`config.mk`:
```
export PLATFORM = sky130hd
export DESIGN_NAME = ipic_lite_mux_master_flat
export DESIGN_NICKNAME = d
export VERILOG_FILES = /design/src/rtl/ipic_lite_mux_master_if.sv /design/src/rtl/ipic_lite_mux_master.sv /design/src/flat_wrapper.sv
export SDC_FILE = /design/constraint.sdc
export NUM_CORES = 1
export LEC_CHECK = 0
export ABC_AREA = 1
export BUFFER_PORTS_ARGS = -buffer_cell sky130_fd_sc_hd__buf_2
export CAP_MARGIN = 20
export CORE_AREA = 4 4 167 169
export CTS_CLUSTER_DIAMETER = 120
export DETAILED_ROUTE_END_ITERATION = 6
export DIE_AREA = 0 0 171 173
export HOLD_SLACK_MARGIN = 0.06
export PLACE_DENSITY_LB_ADDON = 0.25
export SETUP_SLACK_MARGIN = 0.15
export SLEW_MARGIN = 20
export SYNTH_ARGS = -nofsm -noshare
export SYNTH_HDL_FRONTEND = slang
export SYNTH_SLANG_ARGS = --single-unit
```
`constraint.sdc`:
```
create_clock -name clk -period 3.4 [get_ports clk]
set_clock_uncertainty 0.05 [all_clocks]
set_input_delay 0.34 -clock clk [delete_from_list [all_inputs] [get_ports clk]]
set_output_delay 0.34 -clock clk [all_outputs]
set_load 0.01 [all_outputs]
```
`src/rtl/ipic_lite_mux_master_if.sv`:
```
`default_nettype none
// ============================================================================
// Module   : ipic_lite_mux_master_if
// Brief    : AXI master-lite IPIC command/status bundle with master/slave views
// Revision : 1.0
// ============================================================================
interface ipic_lite_mux_master_if #(
  parameter int ADDR_WIDTH = 32,
  parameter int DATA_WIDTH = 32
);
  logic                    ip2bus_mstrd_req;
  logic                    ip2bus_mstwr_req;
  logic [ADDR_WIDTH-1:0]   ip2bus_mst_addr;
  logic [DATA_WIDTH/8-1:0] ip2bus_mst_be;
  logic                    ip2bus_mst_lock;
  logic                    ip2bus_mst_reset;
  logic [DATA_WIDTH-1:0]   ip2bus_mstwr_d;
  logic                    bus2ip_mst_cmdack;
  logic                    bus2ip_mst_cmplt;
  logic                    bus2ip_mst_error;
  logic                    bus2ip_mst_rearbitrate;
  logic                    bus2ip_mst_cmd_timeout;
  logic [DATA_WIDTH-1:0]   bus2ip_mstrd_d;
  logic                    bus2ip_mstrd_src_rdy_n;
  logic                    bus2ip_mstwr_dst_rdy_n;

  modport master (
    output ip2bus_mstrd_req, ip2bus_mstwr_req, ip2bus_mst_addr, ip2bus_mst_be,
           ip2bus_mst_lock, ip2bus_mst_reset, ip2bus_mstwr_d,
    input  bus2ip_mst_cmdack, bus2ip_mst_cmplt, bus2ip_mst_error,
           bus2ip_mst_rearbitrate, bus2ip_mst_cmd_timeout, bus2ip_mstrd_d,
           bus2ip_mstrd_src_rdy_n, bus2ip_mstwr_dst_rdy_n
  );

  modport slave (
    input  ip2bus_mstrd_req, ip2bus_mstwr_req, ip2bus_mst_addr, ip2bus_mst_be,
           ip2bus_mst_lock, ip2bus_mst_reset, ip2bus_mstwr_d,
    output bus2ip_mst_cmdack, bus2ip_mst_cmplt, bus2ip_mst_error,
           bus2ip_mst_rearbitrate, bus2ip_mst_cmd_timeout, bus2ip_mstrd_d,
           bus2ip_mstrd_src_rdy_n, bus2ip_mstwr_dst_rdy_n
  );
endinterface
`default_nettype wire

```
`src/rtl/ipic_lite_mux_master.sv`:
```
`default_nettype none
// ============================================================================
// Module   : ipic_lite_mux_master
// Brief    : Round-robin N-channel front end for the IPIC master-lite port,
//            one transaction in flight, with watchdog abort.
//            Optional macro IPIC_ERR_CNT_EN adds a saturating err_cnt output.
// Revision : 1.0
// ============================================================================
module ipic_lite_mux_master #(
  parameter int NUM_CH         = 4,
  parameter int ADDR_WIDTH     = 32,
  parameter int DATA_WIDTH     = 32,
  parameter int TIMEOUT_CYCLES = 1024
) (
  input  logic                             clk,
  input  logic                             reset,
  input  logic [NUM_CH-1:0]                ch_req,
  input  logic [NUM_CH-1:0]                ch_wr,
  input  logic [NUM_CH*ADDR_WIDTH-1:0]     ch_addr,
  input  logic [NUM_CH*DATA_WIDTH-1:0]     ch_wdata,
  input  logic [NUM_CH*DATA_WIDTH/8-1:0]   ch_be,
  output logic [NUM_CH-1:0]                ch_done,
  output logic                             ch_err,
  output logic [DATA_WIDTH-1:0]            rd_data,
  output logic                             busy,
  ipic_lite_mux_master_if.master           ipic
`ifdef IPIC_ERR_CNT_EN
  ,
  output logic [15:0]                      err_cnt
`endif
);

  localparam int BE_W = DATA_WIDTH / 8;
  localparam int CH_W = (NUM_CH > 1) ? $clog2(NUM_CH) : 1;
  localparam int WD_W = (TIMEOUT_CYCLES > 0) ? $clog2(TIMEOUT_CYCLES + 1) : 1;

  localparam logic [2:0] S_IDLE  = 3'd0;
  localparam logic [2:0] S_CMD   = 3'd1;
  localparam logic [2:0] S_WAIT  = 3'd2;
  localparam logic [2:0] S_RESP  = 3'd3;
  localparam logic [2:0] S_ABORT = 3'd4;

  logic [2:0]            r_state;
  logic [CH_W-1:0]       r_grant;
  logic [CH_W-1:0]       r_ptr;
  logic                  r_wr;
  logic [ADDR_WIDTH-1:0] r_addr;
  logic [DATA_WIDTH-1:0] r_wdata;
  logic [BE_W-1:0]       r_be;
  logic                  r_rd_req;
  logic                  r_wr_req;
  logic                  r_rearb;
  logic                  r_err;
  logic [DATA_WIDTH-1:0] r_rdata;

  logic                  w_hi_found;
  logic [CH_W-1:0]       w_hi;
  logic [CH_W-1:0]       w_lo;
  logic [CH_W-1:0]       w_sel;
  logic                  w_sel_wr;
  logic [ADDR_WIDTH-1:0] w_sel_addr;
  logic [DATA_WIDTH-1:0] w_sel_wdata;
  logic [BE_W-1:0]       w_sel_be;
  logic                  w_grant_now;
  logic                  w_active;
  logic                  w_req_on;
  logic                  w_timeout;
  logic                  w_unused_wr_rdy;

  // Lowest requester at/after the pointer wins; otherwise the lowest overall.
  always_comb begin
    w_hi_found = 1'b0;
    w_hi       = '0;
    w_lo       = '0;
    for (int i = NUM_CH - 1; i >= 0; i--) begin
      if (ch_req[i]) begin
        w_lo = CH_W'(i);
        if (CH_W'(i) >= r_ptr) begin
          w_hi       = CH_W'(i);
          w_hi_found = 1'b1;
        end
      end
    end
    w_sel = w_hi_found ? w_hi : w_lo;
  end

  always_comb begin
    w_sel_wr    = 1'b0;
    w_sel_addr  = '0;
    w_sel_wdata = '0;
    w_sel_be    = '0;
    for (int i = 0; i < NUM_CH; i++) begin
      if (w_sel == CH_W'(i)) begin
        w_sel_wr    = ch_wr[i];
        w_sel_addr  = ch_addr[i*ADDR_WIDTH +: ADDR_WIDTH];
        w_sel_wdata = ch_wdata[i*DATA_WIDTH +: DATA_WIDTH];
        w_sel_be    = ch_be[i*BE_W +: BE_W];
      end
    end
  end

  assign w_grant_now     = (r_state == S_IDLE) && (|ch_req);
  assign w_active        = (r_state == S_CMD) || (r_state == S_WAIT);
  assign w_req_on        = r_rd_req || r_wr_req;
  assign w_unused_wr_rdy = ipic.bus2ip_mstwr_dst_rdy_n;

  generate
    if (TIMEOUT_CYCLES > 0) begin : g_wd_on
      logic [WD_W-1:0] r_wd;
      always_ff @(posedge clk or posedge reset) begin
        if (reset)            r_wd <= '0;
        else if (w_grant_now) r_wd <= '0;
        else if (w_active)    r_wd <= r_wd + WD_W'(1);
      end
      assign w_timeout = w_active && (r_wd == WD_W'(TIMEOUT_CYCLES - 1));
    end else begin : g_wd_off
      assign w_timeout = 1'b0;
    end
  endgenerate

  always_ff @(posedge clk or posedge reset) begin
    if (reset) begin
      r_state  <= S_IDLE;
      r_grant  <= '0;
      r_ptr    <= '0;
      r_wr     <= 1'b0;
      r_addr   <= '0;
      r_wdata  <= '0;
      r_be     <= '1;
      r_rd_req <= 1'b0;
      r_wr_req <= 1'b0;
      r_rearb  <= 1'b0;
      r_err    <= 1'b0;
      r_rdata  <= '0;
    end else begin
      if (w_active && (ipic.bus2ip_mst_error || ipic.bus2ip_mst_cmd_timeout))
        r_err <= 1'b1;
      if (w_active && !r_wr && !ipic.bus2ip_mstrd_src_rdy_n)
        r_rdata <= ipic.bus2ip_mstrd_d;

      case (r_state)
        S_IDLE: begin
          if (|ch_req) begin
            r_state  <= S_CMD;
            r_grant  <= w_sel;
            r_wr     <= w_sel_wr;
            r_addr   <= w_sel_addr;
            r_wdata  <= w_sel_wdata;
            r_be     <= w_sel_be;
            r_rd_req <= ~w_sel_wr;
            r_wr_req <= w_sel_wr;
            r_rearb  <= 1'b0;
            r_err    <= 1'b0;
            r_rdata  <= '0;
          end
        end
        S_CMD: begin
          // A completion in the same cycle as the watchdog limit still wins.
          if (w_req_on && ipic.bus2ip_mst_cmdack && ipic.bus2ip_mst_cmplt) begin
            r_rd_req <= 1'b0;
            r_wr_req <= 1'b0;
            r_state  <= S_RESP;
          end else if (w_timeout) begin
            r_rd_req <= 1'b0;
            r_wr_req <= 1'b0;
            r_state  <= S_ABORT;
          end else if (w_req_on && ipic.bus2ip_mst_cmdack) begin
            r_rd_req <= 1'b0;
            r_wr_req <= 1'b0;
            r_state  <= S_WAIT;
          end else if (r_rearb) begin
            r_rd_req <= ~r_wr;
            r_wr_req <= r_wr;
            r_rearb  <= 1'b0;
          end else if (w_req_on && ipic.bus2ip_mst_rearbitrate) begin
            r_rd_req <= 1'b0;
            r_wr_req <= 1'b0;
            r_rearb  <= 1'b1;
          end
        end
        S_WAIT: begin
          if (ipic.bus2ip_mst_cmplt) r_state <= S_RESP;
          else if (w_timeout)        r_state <= S_ABORT;
        end
        S_ABORT: begin
          r_err   <= 1'b1;
          r_rdata <= '0;
          r_state <= S_RESP;
        end
        S_RESP: begin
          r_ptr   <= (r_grant == CH_W'(NUM_CH - 1)) ? '0 : r_grant + CH_W'(1);
          r_state <= S_IDLE;
        end
        default: r_state <= S_IDLE;
      endcase
    end
  end

  always_comb begin
    ch_done = '0;
    for (int i = 0; i < NUM_CH; i++)
      ch_done[i] = (r_state == S_RESP) && (r_grant == CH_W'(i));
  end

  assign ch_err  = (r_state == S_RESP) && r_err;
  assign rd_data = r_rdata;
  assign busy    = (r_state != S_IDLE);

  assign ipic.ip2bus_mstrd_req = r_rd_req;
  assign ipic.ip2bus_mstwr_req = r_wr_req;
  assign ipic.ip2bus_mst_addr  = r_addr;
  assign ipic.ip2bus_mst_be    = r_be;
  assign ipic.ip2bus_mst_lock  = 1'b0;
  assign ipic.ip2bus_mst_reset = (r_state == S_ABORT);
  assign ipic.ip2bus_mstwr_d   = r_wdata;

`ifdef IPIC_ERR_CNT_EN
  always_ff @(posedge clk or posedge reset) begin
    if (reset)
      err_cnt <= '0;
    else if ((r_state == S_RESP) && r_err && (err_cnt != 16'hFFFF))
      err_cnt <= err_cnt + 16'd1;
  end
`endif

endmodule
`default_nettype wire
```
`src/flat_wrapper.sv`:
```
// flat-port wrapper written by rule: the top's interface ports become plain ports
module ipic_lite_mux_master_flat 
#(
  parameter int NUM_CH         = 4,
  parameter int ADDR_WIDTH     = 32,
  parameter int DATA_WIDTH     = 32,
  parameter int TIMEOUT_CYCLES = 1024
)
  (clk, reset, ch_req, ch_wr, ch_addr, ch_wdata, ch_be, ch_done, ch_err, rd_data, busy, ipic_ip2bus_mstrd_req, ipic_ip2bus_mstwr_req, ipic_ip2bus_mst_addr, ipic_ip2bus_mst_be, ipic_ip2bus_mst_lock, ipic_ip2bus_mst_reset, ipic_ip2bus_mstwr_d, ipic_bus2ip_mst_cmdack, ipic_bus2ip_mst_cmplt, ipic_bus2ip_mst_error, ipic_bus2ip_mst_rearbitrate, ipic_bus2ip_mst_cmd_timeout, ipic_bus2ip_mstrd_d, ipic_bus2ip_mstrd_src_rdy_n, ipic_bus2ip_mstwr_dst_rdy_n);
  ipic_lite_mux_master_if #(.ADDR_WIDTH(ADDR_WIDTH), .DATA_WIDTH(DATA_WIDTH)) ipic_i ();
  input  logic clk;
  input  logic reset;
  input  logic [NUM_CH-1:0] ch_req;
  input  logic [NUM_CH-1:0] ch_wr;
  input  logic [NUM_CH*ADDR_WIDTH-1:0] ch_addr;
  input  logic [NUM_CH*DATA_WIDTH-1:0] ch_wdata;
  input  logic [NUM_CH*DATA_WIDTH/8-1:0] ch_be;
  output logic [NUM_CH-1:0] ch_done;
  output logic ch_err;
  output logic [DATA_WIDTH-1:0] rd_data;
  output logic busy;
  output wire logic [$bits(ipic_i.ip2bus_mstrd_req)-1:0] ipic_ip2bus_mstrd_req;
  output wire logic [$bits(ipic_i.ip2bus_mstwr_req)-1:0] ipic_ip2bus_mstwr_req;
  output wire logic [$bits(ipic_i.ip2bus_mst_addr)-1:0] ipic_ip2bus_mst_addr;
  output wire logic [$bits(ipic_i.ip2bus_mst_be)-1:0] ipic_ip2bus_mst_be;
  output wire logic [$bits(ipic_i.ip2bus_mst_lock)-1:0] ipic_ip2bus_mst_lock;
  output wire logic [$bits(ipic_i.ip2bus_mst_reset)-1:0] ipic_ip2bus_mst_reset;
  output wire logic [$bits(ipic_i.ip2bus_mstwr_d)-1:0] ipic_ip2bus_mstwr_d;
  input wire logic [$bits(ipic_i.bus2ip_mst_cmdack)-1:0] ipic_bus2ip_mst_cmdack;
  input wire logic [$bits(ipic_i.bus2ip_mst_cmplt)-1:0] ipic_bus2ip_mst_cmplt;
  input wire logic [$bits(ipic_i.bus2ip_mst_error)-1:0] ipic_bus2ip_mst_error;
  input wire logic [$bits(ipic_i.bus2ip_mst_rearbitrate)-1:0] ipic_bus2ip_mst_rearbitrate;
  input wire logic [$bits(ipic_i.bus2ip_mst_cmd_timeout)-1:0] ipic_bus2ip_mst_cmd_timeout;
  input wire logic [$bits(ipic_i.bus2ip_mstrd_d)-1:0] ipic_bus2ip_mstrd_d;
  input wire logic [$bits(ipic_i.bus2ip_mstrd_src_rdy_n)-1:0] ipic_bus2ip_mstrd_src_rdy_n;
  input wire logic [$bits(ipic_i.bus2ip_mstwr_dst_rdy_n)-1:0] ipic_bus2ip_mstwr_dst_rdy_n;
  assign ipic_ip2bus_mstrd_req = ipic_i.ip2bus_mstrd_req;
  assign ipic_ip2bus_mstwr_req = ipic_i.ip2bus_mstwr_req;
  assign ipic_ip2bus_mst_addr = ipic_i.ip2bus_mst_addr;
  assign ipic_ip2bus_mst_be = ipic_i.ip2bus_mst_be;
  assign ipic_ip2bus_mst_lock = ipic_i.ip2bus_mst_lock;
  assign ipic_ip2bus_mst_reset = ipic_i.ip2bus_mst_reset;
  assign ipic_ip2bus_mstwr_d = ipic_i.ip2bus_mstwr_d;
  assign ipic_i.bus2ip_mst_cmdack = ipic_bus2ip_mst_cmdack;
  assign ipic_i.bus2ip_mst_cmplt = ipic_bus2ip_mst_cmplt;
  assign ipic_i.bus2ip_mst_error = ipic_bus2ip_mst_error;
  assign ipic_i.bus2ip_mst_rearbitrate = ipic_bus2ip_mst_rearbitrate;
  assign ipic_i.bus2ip_mst_cmd_timeout = ipic_bus2ip_mst_cmd_timeout;
  assign ipic_i.bus2ip_mstrd_d = ipic_bus2ip_mstrd_d;
  assign ipic_i.bus2ip_mstrd_src_rdy_n = ipic_bus2ip_mstrd_src_rdy_n;
  assign ipic_i.bus2ip_mstwr_dst_rdy_n = ipic_bus2ip_mstwr_dst_rdy_n;
  ipic_lite_mux_master #(.NUM_CH(NUM_CH), .ADDR_WIDTH(ADDR_WIDTH), .DATA_WIDTH(DATA_WIDTH), .TIMEOUT_CYCLES(TIMEOUT_CYCLES)) u_core (.clk(clk), .reset(reset), .ch_req(ch_req), .ch_wr(ch_wr), .ch_addr(ch_addr), .ch_wdata(ch_wdata), .ch_be(ch_be), .ch_done(ch_done), .ch_err(ch_err), .rd_data(rd_data), .busy(busy), .ipic(ipic_i));
endmodule
```
## Yosys cells after proc, flatten, opt, wreduce, memory -nomap -nowiden

Cells that the tools add are included.

| cells by class | value |
|---|---|
| add/subtract/negate cells | 2 |
| $lt $le $gt $ge | 4 |
| eq/ne operators | 18 |
| multiplexer cells | 73 |
| bitwise operators | 2 |
| reduce and logical (&&, ||, !) cells | 29 |

Operators with widths:

| kind | count |
|---|---|
| 32-bit 2-to-1 mux | 10 |
| 32-bit one-hot mux with 2 select lines | 1 |
| 1-bit 2-to-1 mux | 31 |
| 2-bit 2-to-1 mux | 14 |
| 11-bit 2-to-1 mux | 2 |
| 3-bit 2-to-1 mux | 6 |
| 4-bit 2-to-1 mux | 4 |
| 1-bit logical AND | 13 |
| 3-bit one-hot mux with 4 select lines | 1 |
| 11-bit by 1-bit adder with 11-bit output (second input constant) | 1 |
| 11-bit by 10-bit equality test with 1-bit output (second input constant) | 1 |
| 2-bit equality test (second input constant) | 4 |
| 2-bit != test (second input constant) | 4 |
| 1-bit one-hot mux with 2 select lines | 4 |
| 3-bit by 2-bit equality test with 1-bit output (second input constant) | 2 |
| 6-bit by 4-bit != test with 1-bit output (second input constant) | 1 |
| 3-bit AND reduction | 2 |
| 5-bit AND reduction | 1 |
| 2-bit by 1-bit equality test with 1-bit output (second input constant) | 2 |
| 1-bit by 2-bit greater-or-equal comparator with 1-bit output (first input constant) | 2 |
| 2-bit greater-or-equal comparator (first input constant) | 2 |
| 2-bit zero test | 2 |
| 4-bit by 3-bit != test with 1-bit output (second input constant) | 1 |
| 2-bit nonzero test | 2 |
| other kinds (11) | 15 |

| word-level totals | value |
|---|---|
| flip-flop bits (word level) | 123 |
| input bits | 321 |
| output and inout bits | 110 |
| logic and storage cells | 141 |

## Depth between registers and ports, before layout

| logic depth | value |
|---|---|
| depth in word-level cells | 18 |
| mapped depth | 15 |
| gate-level depth less buffers | 13 |

## Worst setup path before layout

No wires, ideal clock.

| path | value |
|---|---|
| path kind | reg2reg |
| start point | register u_core.g_wd_on.r_wd[0] |
| end point | register u_core.r_wr_req, in the netlist u_core.ipic.ip2bus_mstwr_req |
| setup time | 0.077 ns |
| arrival | 1.514 ns |
| data required time | 3.273 ns |
| setup slack | 1.759 ns |
| stages on the path, launching flop included | 14 |
| buffers on the path | 0 |
| period minus slack after synthesis | 1.641 ns |
| cell sequence | dfrtp_1 > ha_1 > nand2_1 > inv_1 > nand3_1 > nor2_1 > nand2_1 > nor2_1 > nand2_1 > nand3_1 > nand2_1 > inv_1 > nor2_1 > a21oi_1 |

| on the way | value |
|---|---|
| longest elaborated chain between the ends | 5 |
| elaborated cells on any way between the ends | 7 |
| those cells by class | 2 x eq/ne; 3 x mux; 2 x reduce/logical |

RTL lines:

| what | line | RTL |
|---|---|---|
| start, declared | ipic_lite_mux_master.sv:109 | `logic [WD_W-1:0] r_wd;` |
| start signal, assigned | ipic_lite_mux_master.sv:113 | `else if (w_active) r_wd <= r_wd + WD_W'(1);` |
| 11-bit by 10-bit equality test with 1-bit output * | ipic_lite_mux_master.sv:115 | `assign w_timeout = w_active && (r_wd == WD_W'(TIMEOUT_CYCLES - 1));` |
| 1-bit logical AND * | ipic_lite_mux_master.sv:115 |  |
| 1-bit 2-to-1 mux | ipic_lite_mux_master.sv:163 | `end else if (w_timeout) begin` |
| 1-bit 2-to-1 mux | ipic_lite_mux_master.sv:159 | `if (w_req_on && ipic.bus2ip_mst_cmdack && ipic.bus2ip_mst_cmplt) begin` |
| 1-bit one-hot mux with 2 select lines | ipic_lite_mux_master.sv:141 | `case (r_state)` |
| end signal, assigned | ipic_lite_mux_master.sv:151 | `r_wr_req <= w_sel_wr;` |
| end signal, assigned | ipic_lite_mux_master.sv:173 | `r_wr_req <= r_wr;` |
| end, declared | ipic_lite_mux_master.sv:51 | `logic r_wr_req;` |

Mark *: on every way between the ends. The rest lies on a longest branch, timed or not.
A chain may end at the register's enable or synchronous reset.

## Worst setup path after layout

| path | value |
|---|---|
| start point | register u_core.r_ptr[0] |
| end point | register u_core.r_addr[21], in the netlist u_core.ipic.ip2bus_mst_addr[21] |

| on the way | value |
|---|---|
| longest elaborated chain between the ends | 15 |
| elaborated cells on any way between the ends | 29 |
| those cells by class | 4 x order compare; 3 x eq/ne; 21 x mux; 1 x reduce/logical |

RTL lines:

| what | line | RTL |
|---|---|---|
| start, declared | ipic_lite_mux_master.sv:45 | `logic [CH_W-1:0] r_ptr;` |
| start signal, assigned | ipic_lite_mux_master.sv:191 | `r_ptr <= (r_grant == CH_W'(NUM_CH - 1)) ? '0 : r_grant + CH_W'(1);` |
| 2-bit greater-or-equal comparator | ipic_lite_mux_master.sv:78 | `if (CH_W'(i) >= r_ptr) begin` |
| 2-bit 2-to-1 mux or 1-bit 2-to-1 mux (tied branches) | ipic_lite_mux_master.sv:78 |  |
| 2-bit 2-to-1 mux or 1-bit 2-to-1 mux (tied branches) | ipic_lite_mux_master.sv:76 | `if (ch_req[i]) begin` |
| 2-bit 2-to-1 mux or 1-bit 2-to-1 mux (tied branches) | ipic_lite_mux_master.sv:78 |  |
| 2-bit 2-to-1 mux or 1-bit 2-to-1 mux (tied branches) | ipic_lite_mux_master.sv:76 |  |
| 2-bit 2-to-1 mux or 1-bit 2-to-1 mux (tied branches) | ipic_lite_mux_master.sv:78 |  |
| 2-bit 2-to-1 mux or 1-bit 2-to-1 mux (tied branches) | ipic_lite_mux_master.sv:76 |  |
| 2-bit 2-to-1 mux or 1-bit 2-to-1 mux (tied branches) | ipic_lite_mux_master.sv:78 |  |
| 2-bit 2-to-1 mux or 1-bit 2-to-1 mux (tied branches) | ipic_lite_mux_master.sv:76 |  |
| 2-bit 2-to-1 mux * | ipic_lite_mux_master.sv:84 | `w_sel = w_hi_found ? w_hi : w_lo;` |
| 2-bit zero test | ipic_lite_mux_master.sv:93 | `if (w_sel == CH_W'(i)) begin` |
| 32-bit 2-to-1 mux (3 in a row) | ipic_lite_mux_master.sv:93 |  |
| 32-bit 2-to-1 mux * | ipic_lite_mux_master.sv:93 |  |
| end signal, assigned | ipic_lite_mux_master.sv:147 | `r_addr <= w_sel_addr;` |
| end, declared | ipic_lite_mux_master.sv:47 | `logic [ADDR_WIDTH-1:0] r_addr;` |

Marked as above.

==> reports/qor.txt <==
largest net degree at the start of global routing = 70
fin crit period = 2420 ps
fin. max-slew vios = 0
Pre-Repair DR Iteration Count = 4
CP Launch Type = flip-flop
H-tree depth = 4
die width = 171 µm
Critical Path Fanout Max = 25
Post-Syn Area = 0.00731 mm²
commonest non-fill, non-tap cell in the layout = nand2_1
Setup TNS Final = 0 ps
WP data required = 3690 ps
critical path's most frequent cell = nand2_1
clk slew on worst S/H paths = 60 ps
met3 wire len = 1710 µm
Slowest Stage Delay on Critical Path = 570 ps
syn_nets = 1379
cells after synthesis = 1053
Via Count = 8194
routability cong. = 0.944
Layout area overhead = 41.3%
GR Overflow Total = 0
pwr dens = 863 mW/mm²
Post-route DRC = 0
slowest CP cell = nor2_4
Avg Synthesized Cell Area = 6.95 µm²
sequential-to-total area share from yosys stat = 42.2%
clk buf depth = 2
Antenna Nets Post-Route = 0
VDD IR max = 0.000326 V
Fin. Hold Viols = 0
Metal-1 WL = 11600 µm
max-capacitance violation count = 0
input/output buffers = 428
total core area = 0.0266 mm²
CP Cell Sequence = inv_1, nand3_2, nand2_1, inv_2, nand2_4, inv_4, nor2_4, buf_4, nand2_1, nand4_1, nand2_1, nand2_1
max layer used = met5
register bit total from synthesis = 123
commonest non-fill, non-tap cells in the layout = 462 x nand2_1, 428 x buf_2, 129 x nor2_1
Top FF cell, synth = dfrtp_1
global-route usage over all layers = 18.4%
endpoint type of the worst setup path = flip-flop
initial antenna violation count = 3
class of the worst hold path = in -> reg
Nets = 1784
Initial Util = 27.5%
die area = 0.0296 mm²
final WL = 27900 µm
P_leak = 5.66 nW
DR WL met2 = 14000 µm
WP data arrival = 2710 ps
Distinct cells, synth = 41
asr flop ratio synth = 100%
Achievable Freq = 0.413 GHz
initial drt markers = 453
vias per inst = 4.52
total CTS buffers = 17
status = finished, final reports clean
Slew @ Worst Pin = 838 ps
clock root cell = clkbuf_16
routed len/inst = 15.4 µm
Crit Path Category = reg -> reg
vias in the first global route = 8213
RSZ-0062 raised after global routing = no
row count = 60
Sink Count = 123
Post-DP HPWL = 21300 µm
worst skew pair latency = 410 ps
# setup viols final = 0
first-pass GRT wire length = 43500 µm
TritonCTS clock tree = done
die height = 173 µm
slew margin rel. = 44.0%
I/O pins = 431
hold slack final = 151 ps
Resize count post-CTS = 0
Tcrit/Tclk final = 71.2%
synth warn = 0
EDFF count, synth = 0
fraction of layout cells with a size suffix above 1 = 35.7%
==> cells in the mapped netlist (all sizes together) (3+ instances only) <==
master | n | area, µm²
nand2 | 468 | 1800
nor2 | 132 | 505
dfrtp | 119 | 2980
inv | 78 | 305
nand4 | 49 | 307
buf | 44 | 293
nor3 | 41 | 216
a21oi | 34 | 208
o21ai | 23 | 115
nand3 | 17 | 108
o211ai | 15 | 163
clkbuf | 10 | 37.5
ha | 5 | 62.6
o21ba | 5 | 50.1
dfstp | 4 | 105
a211oi | 3 | 22.5
==> report_power, final <==
group / internal [mW] / switching (mW)
combinational: 1.57 / 2.94
sequential: 2.09 / 0.317
clock: 1.31 / 0.692
total: 4.97 / 3.94
==> final timing paths <==
check | cells after the start | slack, ps | start | to
max | 12 | 980 | u_core.r_ptr[0]$_DFFE_PP0P_ | u_core.ipic.ip2bus_mst_addr[21]$_DFFE_PP0P_
min in group asynchronous | 3 | 580 | reset | u_core.rd_data[26]$_DFF_PP0_
max in group asynchronous | 4 | 1790 | reset | u_core.rd_data[6]$_DFF_PP0_
min reg2reg | 2 | 420 | u_core.ipic.ip2bus_mst_be[3]$_DFFE_PP1P_ | u_core.ipic.ip2bus_mst_be[3]$_DFFE_PP1P_
min | 3 | 150 | ipic_bus2ip_mstrd_d[18] | u_core.rd_data[18]$_DFF_PP0_
max reg2reg | 12 | 980 | u_core.r_ptr[0]$_DFFE_PP0P_ | u_core.ipic.ip2bus_mst_addr[21]$_DFFE_PP0P_
==> timing repair <==
item,in CTS,in global routing
setup endpoints to repair,0,0
buffers inserted,0,0
hold endpoints to repair,4,0
hold buffers,1,0
==> metrics by stage <==
| stage | worst slack, ps | instances | instance area, µm² | power [mW] | utilization, % |
|---|---|---|---|---|---|
| 2_1_floorplan | 1500 | 1053 | 7320 | 5.49 | - |
| 3_5_place_dp | 908 | 1779 | 9670 | 7.02 | 36.4 |
| 3_3_place_gp | 925 | 1779 | 9670 | 6.97 | 36.4 |
| 5_1_grt | 718 | 1813 | 10300 | 9.70 | 38.9 |
| 6_report | 978 | 1813 | 10300 | 8.91 | 38.9 |
| 4_1_cts | 913 | 1812 | 10300 | 9.08 | 38.9 |
==> registers in the layout, summed over array words and instances (netlist names), 2 cells and up <==
name,count
u_core.ipic.ip2bus_mst_addr,32
u_core.ipic.ip2bus_mstwr_d,32
u_core.g_wd_on.r_wd,11
u_core.r_state,3
u_core.r_grant,2
u_core.r_ptr,2
u_core.rd_data,32
u_core.ipic.ip2bus_mst_be,4
==> layout make-up <==
class                   count  area [µm²]
diodes                      1        2.50
clock buffers              22         484
clock inverters            10         163
fillers                  2914       16200
inverters                  78         310
multi-input cells         798        3600
flip-flops and latches    123        3080
well taps                 341         427
repair buffers            440        2260
==> critical path, delay by kind of cell, from the launching register on <==
| kind | cells | cell delay (ps) |
|---|---|---|
| buffers and inverters | 4 | 610 |
| and+or+nand+nor | 8 | 1290 |
| DFF | 1 | 380 |
==> metal layers <==
layer / vias up / track usage, %
li1: 4137 / -
met1: 3724 / 22.6
met2: 292 / 32.0
met3: 37 / 3.48
met4: 4 / 6.31
met5: - / 0
==> kinds of logic (layout without fill, tap and decap cells) <==
kind of cell | Yosys count | count (layout) | synth area share [%]
other | 1 | 2 | 0.0513
DFF | 123 | 123 | 42.2
and+or+nand+nor | 710 | 710 | 40.4
AOI/OAI and AO/OA | 82 | 82 | 7.82
buffers and inverters | 132 | 550 | 8.69
adders and majority gates | 5 | 5 | 0.855
No activity file was read; power rests on OpenSTA's default activity.
